--- config.mk ---
export PLATFORM = sky130hd
export DESIGN_NAME = instr_fetch_unit
export DESIGN_NICKNAME = d
export VERILOG_FILES = /design/src/rtl/instr_fetch_unit.sv
export SDC_FILE = /design/constraint.sdc
export NUM_CORES = 1
export LEC_CHECK = 0
export BUFFER_PORTS_ARGS = -buffer_cell sky130_fd_sc_hd__buf_2
export CELL_PAD_IN_SITES_DETAIL_PLACEMENT = 0
export CELL_PAD_IN_SITES_GLOBAL_PLACEMENT = 1
export CORE_AREA = 2 2 174 108
export CTS_CLUSTER_DIAMETER = 30
export CTS_CLUSTER_SIZE = 16
export DETAILED_ROUTE_END_ITERATION = 8
export DIE_AREA = 0 0 176 110
export MAX_ROUTING_LAYER = met4
export PLACE_DENSITY = 0.89
export SKIP_LAST_GASP = 1
export SLEW_MARGIN = 20
export SYNTH_ARGS = -nofsm -noshare
export SYNTH_HDL_FRONTEND = slang
export SYNTH_SLANG_ARGS = --single-unit
--- constraint.sdc ---
create_clock -name clk -period 7.3 [get_ports clk]
set_clock_uncertainty 0.2 [all_clocks]
set_input_delay 1.46 -clock clk [delete_from_list [all_inputs] [get_ports clk]]
set_output_delay 1.46 -clock clk [all_outputs]
set_load 0.05 [all_outputs]
--- src/rtl/instr_fetch_unit.sv ---
// Instruction fetch stage: owns the PC, fetches words over a req/ready handshake
// and holds the latched instruction for decode until it is consumed.
module instr_fetch_unit #(
    parameter logic [31:0] RESET_PC = 32'h0000_0000
) (
    input  logic        clk,
    input  logic        rst,
    output logic        imem_req,
    output logic [31:0] imem_addr,
    input  logic        imem_ready,
    input  logic [31:0] imem_rdata,
    output logic [31:0] instr,
    output logic [5:0]  opcode,
    output logic [31:0] pc,
    output logic        instr_valid,
    input  logic        advance,
    input  logic        branch,
    input  logic        zero,
    input  logic        jump,
    output logic [31:0] instr_count
);

    localparam int unsigned XLEN = 32;
    localparam logic [XLEN-1:0] RESET_PC_ALIGNED = {RESET_PC[XLEN-1:2], 2'b00};

    typedef enum logic [1:0] {
        S_IDLE = 2'd0,
        S_REQ  = 2'd1,
        S_HOLD = 2'd2
    } state_t;

    state_t          state_q;
    logic [XLEN-1:0] fetch_pc_q;
    logic [XLEN-1:0] pc_q;
    logic [XLEN-1:0] instr_q;
    logic [XLEN-1:0] count_q;
    logic            req_q;
    logic            valid_q;

    logic [XLEN-1:0] pc4;
    logic [XLEN-1:0] jump_tgt;
    logic [XLEN-1:0] br_off;
    logic [XLEN-1:0] br_tgt;
    logic [XLEN-1:0] next_pc_d;

    // Next-PC select: jump beats taken branch beats sequential.
    always_comb begin
        pc4       = pc_q + XLEN'(4);
        jump_tgt  = {pc4[31:28], instr_q[25:0], 2'b00};
        br_off    = {{14{instr_q[15]}}, instr_q[15:0], 2'b00};
        br_tgt    = pc4 + br_off;
        next_pc_d = pc4;
        if (jump) begin
            next_pc_d = jump_tgt;
        end else if (branch && zero) begin
            next_pc_d = br_tgt;
        end
    end

    // Fetch FSM with registered request/valid flags.
    always_ff @(posedge clk) begin
        if (rst) begin
            state_q    <= S_IDLE;
            fetch_pc_q <= RESET_PC_ALIGNED;
            pc_q       <= RESET_PC_ALIGNED;
            instr_q    <= '0;
            count_q    <= '0;
            req_q      <= 1'b0;
            valid_q    <= 1'b0;
        end else begin
            case (state_q)
                S_IDLE: begin
                    state_q <= S_REQ;
                    req_q   <= 1'b1;
                end
                S_REQ: begin
                    if (imem_ready) begin
                        instr_q <= imem_rdata;
                        pc_q    <= fetch_pc_q;
                        state_q <= S_HOLD;
                        req_q   <= 1'b0;
                        valid_q <= 1'b1;
                    end
                end
                S_HOLD: begin
                    if (advance) begin
                        fetch_pc_q <= next_pc_d;
                        count_q    <= count_q + XLEN'(1);
                        state_q    <= S_REQ;
                        req_q      <= 1'b1;
                        valid_q    <= 1'b0;
                    end
                end
                default: begin
                    state_q <= S_IDLE;
                    req_q   <= 1'b0;
                    valid_q <= 1'b0;
                end
            endcase
        end
    end

    assign imem_req    = req_q;
    assign imem_addr   = fetch_pc_q;
    assign instr       = instr_q;
    assign opcode      = instr_q[31:26];
    assign pc          = pc_q;
    assign instr_valid = valid_q;
    assign instr_count = count_q;

endmodule

After elaboration in Yosys (flattened, before gate mapping)
Cells that the tools add are included.
{"block": "op_classes", "addsub": 3, "n_reduce_logical": 6, "n_eq_ne": 4, "bitwise": 1, "muxes": 11}
{"op": "32-bit two-way mux", "n": 2}
{"op": "32-bit by 1-bit adder with 32-bit output (second input constant)", "n": 1}
{"op": "32-bit by 3-bit adder with 32-bit output (second input constant)", "n": 1}
{"op": "32-bit adder", "n": 1}
{"op": "1-bit one-hot mux with 3 select lines", "n": 2}
{"op": "2-bit one-hot mux with 3 select lines", "n": 1}
{"op": "2-bit AND reduction", "n": 3}
{"op": "1-bit two-way mux", "n": 4}
{"op": "2-bit two-way mux", "n": 2}
{"op": "2-bit != test (second input constant)", "n": 2}
{"op": "3-bit AND reduction", "n": 1}
{"op": "2-bit by 1-bit == test with 1-bit output (second input constant)", "n": 1}
{"op": "2-bit == test (second input constant)", "n": 1}
{"op": "2-bit zero test", "n": 1}
{"op": "1-bit logical AND", "n": 1}
{"op": "1-bit inverter", "n": 1}
{"block": "totals", "ff_bits": 132, "output_inout_bits": 136, "inputBits": 39}

Logic depth before layout (Yosys ltp)
{"block": "depth", "ltp_word": 4, "mapped_depth": 16, "ltp_nobuf": 15}

Least setup slack after synthesis
Ideal clock, no wire load.
{"block": "synth_timing", "path_kind": "reg-to-reg", "startpoint": "register pc_q[4] (netlist: pc[4])", "endpoint": "register fetch_pc_q[31] (netlist: imem_addr[31])", "path_buffers": 1, "slack_ns": 2.988, "path_stages_with_launch": 17, "t_required_ns": 6.983, "synth_period_minus_slack_ns": 4.312, "arrival_time_ns": 3.995, "setup_ns": 0.117, "path_cell_list": "dfxtp_1 -> and3_1 -> and3_1 -> clkbuf_1 -> and3_1 -> nand4_1 -> xnor2_1 -> ha_1 -> nand4_2 -> nor3_2 -> o211ai_1 -> a41o_1 -> o211a_1 -> o31ai_2 -> xnor2_1 -> or3_1 -> a32o_1"}
{"block": "synth_between", "elab_chain_len": 4}
{"element": "start: declaration", "line_no": "34", "text": "logic [XLEN-1:0] pc_q;"}
{"element": "start signal: assignment", "line_no": "79", "text": "pc_q <= fetch_pc_q;"}
{"element": "32-bit by 3-bit adder with 32-bit output *", "line_no": "48", "text": "pc4 = pc_q + XLEN'(4);"}
{"element": "32-bit adder", "line_no": "51", "text": "br_tgt = pc4 + br_off;"}
{"element": "32-bit two-way mux", "line_no": "55", "text": "end else if (branch && zero) begin"}
{"element": "32-bit two-way mux *", "line_no": "53", "text": "if (jump) begin"}
{"element": "end signal: assignment", "line_no": "87", "text": "fetch_pc_q <= next_pc_d;"}
{"element": "end: declaration", "line_no": "33", "text": "logic [XLEN-1:0] fetch_pc_q;"}
Every way passes the cells marked *; elsewhere a longest branch is shown, timed or not.
A chain may end at the register's enable or synchronous reset.

Worst setup path in the final report
{"block": "layout_timing", "startpoint": "register pc_q[4] (netlist: pc[4])", "endpoint": "register fetch_pc_q[30] (netlist: imem_addr[30])"}
The elaborated chain is that of the path after synthesis.

==> metrics.yaml <==
outcome: "complete, no violations"
synth_ff_type: "dfxtp_1"
top_layer: "met4"
cp.arrival_ns: 4.42
ir_drop_uv: 145
critPathLaunch: "pc[4]"
rsz0062_at_grt: "no"
h-tree-depth: 4
crit-reg2reg-launch: "pc[4]"
synth_edf_count: 0
ys_seq_elements: 131
diodes: 0
fin_tns_setup_ns: 0
postSynthCellCount: 951
holdBufCountCts: 0
power.total_mw: 1.82
met2WireLength_mm: 9.11
p_comb_share_pct: 9.6
seqCellArea_um2: 2620
p_leak_nw: 3.97
netlist_area_um2: 7330
place_hpwl_mm: 16.8
yosysSeqAreaShare_pct: 35.8
routedWlPerCell_um: 17.4
dieWidth_um: 176
critPathRequiredTime_ns: 7.41
cts_root_buf: "clkbuf_16"
clock_sinks: 131
post-route-min-period_ns: 4.31
dieArea_um2: 19400
hold_viol: 0
layout.nets: 1174
syn-num-nets: 1029
slew_headroom_pct: 27.0
async_flop_share_pct: 0
power-per-cell-area_nw_per_um2: 204
avgSynthCellArea_um2: 7.70
antenna_found_initial: 0
path_class: "flop to flop"
postRouteAntennaNets: 0
drc_errors: 0
min_path_type: "flop to flop"
detail_route.wirelength_mm: 23.5
power_frac_seq_pct: 40.9
fillCellCount: 1761
cts_setup_buffers: 0
min_from: "instr[31]"
drt-met1-wl_mm: 11.9
rows: 38
clk_latency_ns: 0.43
viasPerCell: 5.50
die_h_um: 110
p_clk_share_pct: 49.6
grt.overflow.total: 0
layout-drive-gt1-share_pct: 19.9
power.switching_mw: 0.499
wl_met3_mm: 2.35
gp_congestion: 0.982
first_global_vias: 6611
p_int_mw: 1.32
areaGrowthSynthToFinish_pct: 22.2
grt_max_degree: 85
worstPathMaxFanout: 7
cts_tree: "built"
placed_area_um2: 8340
start_util_pct: 41.3
grt_pass1_wl_mm: 36.3
vias: 7423
grtUsageTotal_pct: 25.1
drt_iter0_drc: 643
startpoint_type: "flop"
dr.pass1.iters: 6
ys_warn_count: 0
setup_violations: 0
cts_resized: 0
max_freq_ghz: 0.232
tightest_slew_ns: 1.09
cts.clk_slew.worst_paths_ns: 0.06
port_buffers: 174
synth.distinct_cells: 59
design_area_um2: 8950
multi_input_area_um2: 4440
critPathCaptureType: "flop"
clockBufferDepth: 2
slew_viol_final: 0
io_pins: 175
core_area_um2: 17700
sw_frac_of_total_pct: 27.4
cts_buffers: 17
period_share_pct: 59.1
cap_violations: 0
## cells by family (layout without fill, tap and decap cells)
| kind of cell | count (synthesis) | count (layout) | share of synthesized area [%] |
|---|---|---|---|
| simple gates | 395 | 395 | 24.0 |
| compound gates | 233 | 233 | 19.4 |
| flops | 131 | 131 | 35.8 |
| xor+xnor | 84 | 84 | 10.0 |
| buf+inv | 67 | 225 | 3.74 |
| fa+ha+maj | 39 | 39 | 6.76 |
| mux | 2 | 2 | 0.273 |
## layer usage
| metal | track usage (%) | vias to the layer above |
|---|---|---|
| li1 | - | 3600 |
| met1 | 36.9 | 3445 |
| met2 | 33.7 | 364 |
| met3 | 6.69 | 14 |
| met4 | 5.37 | 0 |
| met5 | - | - |
## path summary, 6_finish.rpt
kind,slack (ns),cells after the start,end
setup / recovery,2.99,15,imem_addr[30]
hold reg to reg,0.27,2,instr[31]
hold / removal,0.27,2,instr[31]
setup reg to reg,2.99,15,imem_addr[30]
## cell type report
cell class / count / area share (%)
Tap cell: 240 / 3.35
Inverter: 11 / 0.461
Sequential cell: 131 / 29.3
Multi-Input combinational cell: 753 / 49.6
Clock inverter: 13 / 1.96
Timing Repair Buffer: 182 / 10.4
Clock buffer: 19 / 4.95
## registers in the layout, indices dropped and copies added, names as in the netlist
register     cells
pc              32
instr           32
instr_valid      1
state_q          2
imem_addr       32
instr_count     32
## per-stage QoR
| stage | util [%] | cells | setup WS (ns) | hold WS (ns) |
|---|---|---|---|---|
| after CTS | 50.5 | 1349 | 3.06 | 0.266 |
| final | 50.5 | 1349 | 2.99 | 0.266 |
| after global placement | 47.0 | 1317 | 3.06 | 0.250 |
| after detailed placement | 47.0 | 1317 | 3.06 | 0.257 |
| after global routing | 50.5 | 1349 | 2.57 | 0.287 |
| after floorplan | - | 951 | 2.99 | 0.290 |
## power groups by stage
stage / clock network (mW) / logic [mW] / registers (mW)
2_1_floorplan: 0 / 0.0852 / 0.796
3_3_place_gp: 0 / 0.173 / 0.760
3_5_place_dp: 0 / 0.173 / 0.760
4_1_cts: 0.912 / 0.174 / 0.744
5_1_grt: 0.944 / 0.188 / 0.746
6_report: 0.903 / 0.175 / 0.745
## cells in the mapped netlist (2+ instances only)
library cell | count | share of area, %
nand2_1 | 198 | 10
o211ai_1 | 10 | 1.0
a311o_1 | 4 | 0.55
nand3_1 | 24 | 1.6
ha_1 | 38 | 6.5
clkbuf_1 | 44 | 2.3
and2_1 | 6 | 0.51
xor2_1 | 40 | 4.8
o21ai_0 | 24 | 1.6
o21a_1 | 6 | 0.61
a32o_1 | 2 | 0.27
inv_1 | 11 | 0.56
or3_1 | 3 | 0.26
and3_1 | 18 | 1.5
dfxtp_1 | 131 | 36
and4_1 | 7 | 0.84
a31oi_1 | 5 | 0.43
nor2_1 | 88 | 4.5
nor3_1 | 11 | 0.75
a21oi_1 | 114 | 7.8
a2111oi_0 | 3 | 0.36
nor2b_1 | 3 | 0.26
mux2i_1 | 2 | 0.27
xnor2_1 | 44 | 5.3
nand4_1 | 19 | 1.6
a22o_1 | 3 | 0.36
or2_1 | 2 | 0.17
a22oi_1 | 2 | 0.20
nand2b_1 | 3 | 0.26
a32oi_1 | 2 | 0.24
buf_4 | 6 | 0.61
o211a_1 | 2 | 0.27
a221o_1 | 3 | 0.41
o21ai_1 | 11 | 0.75
buf_1 | 6 | 0.31
nor4_1 | 4 | 0.34
a21o_1 | 20 | 2.0
a211oi_1 | 11 | 1.1
## worst max-delay path, cell delays in order, from the launching register on
cell and delay (ns):
dfxtp_1 0.41, and3_1 0.21, and3_1 0.31, and3_1 0.30, nand4_1 0.14, xnor2_1 0.23
ha_1 0.35, a21o_1 0.22, a21o_1 0.20, nor4_1 0.23, o21ai_1 0.17, a21oi_1 0.34
nor3_1 0.11, a2111oi_0 0.51, xor2_1 0.19, o21ai_1 0.08
## cell usage in the layout (no fill, tap or decap), types with 24 or more instances in the layout
| master | n |
|---|---|
| a21oi_1 | 114 |
| ha_1 | 38 |
| o21ai_0 | 24 |
| nand3_1 | 24 |
| xnor2_1 | 44 |
| nand2_1 | 198 |
| nor2_1 | 87 |
| buf_2 | 173 |
| dfxtp_1 | 131 |
| xor2_1 | 40 |
Power figures use the tool's default switching activity.
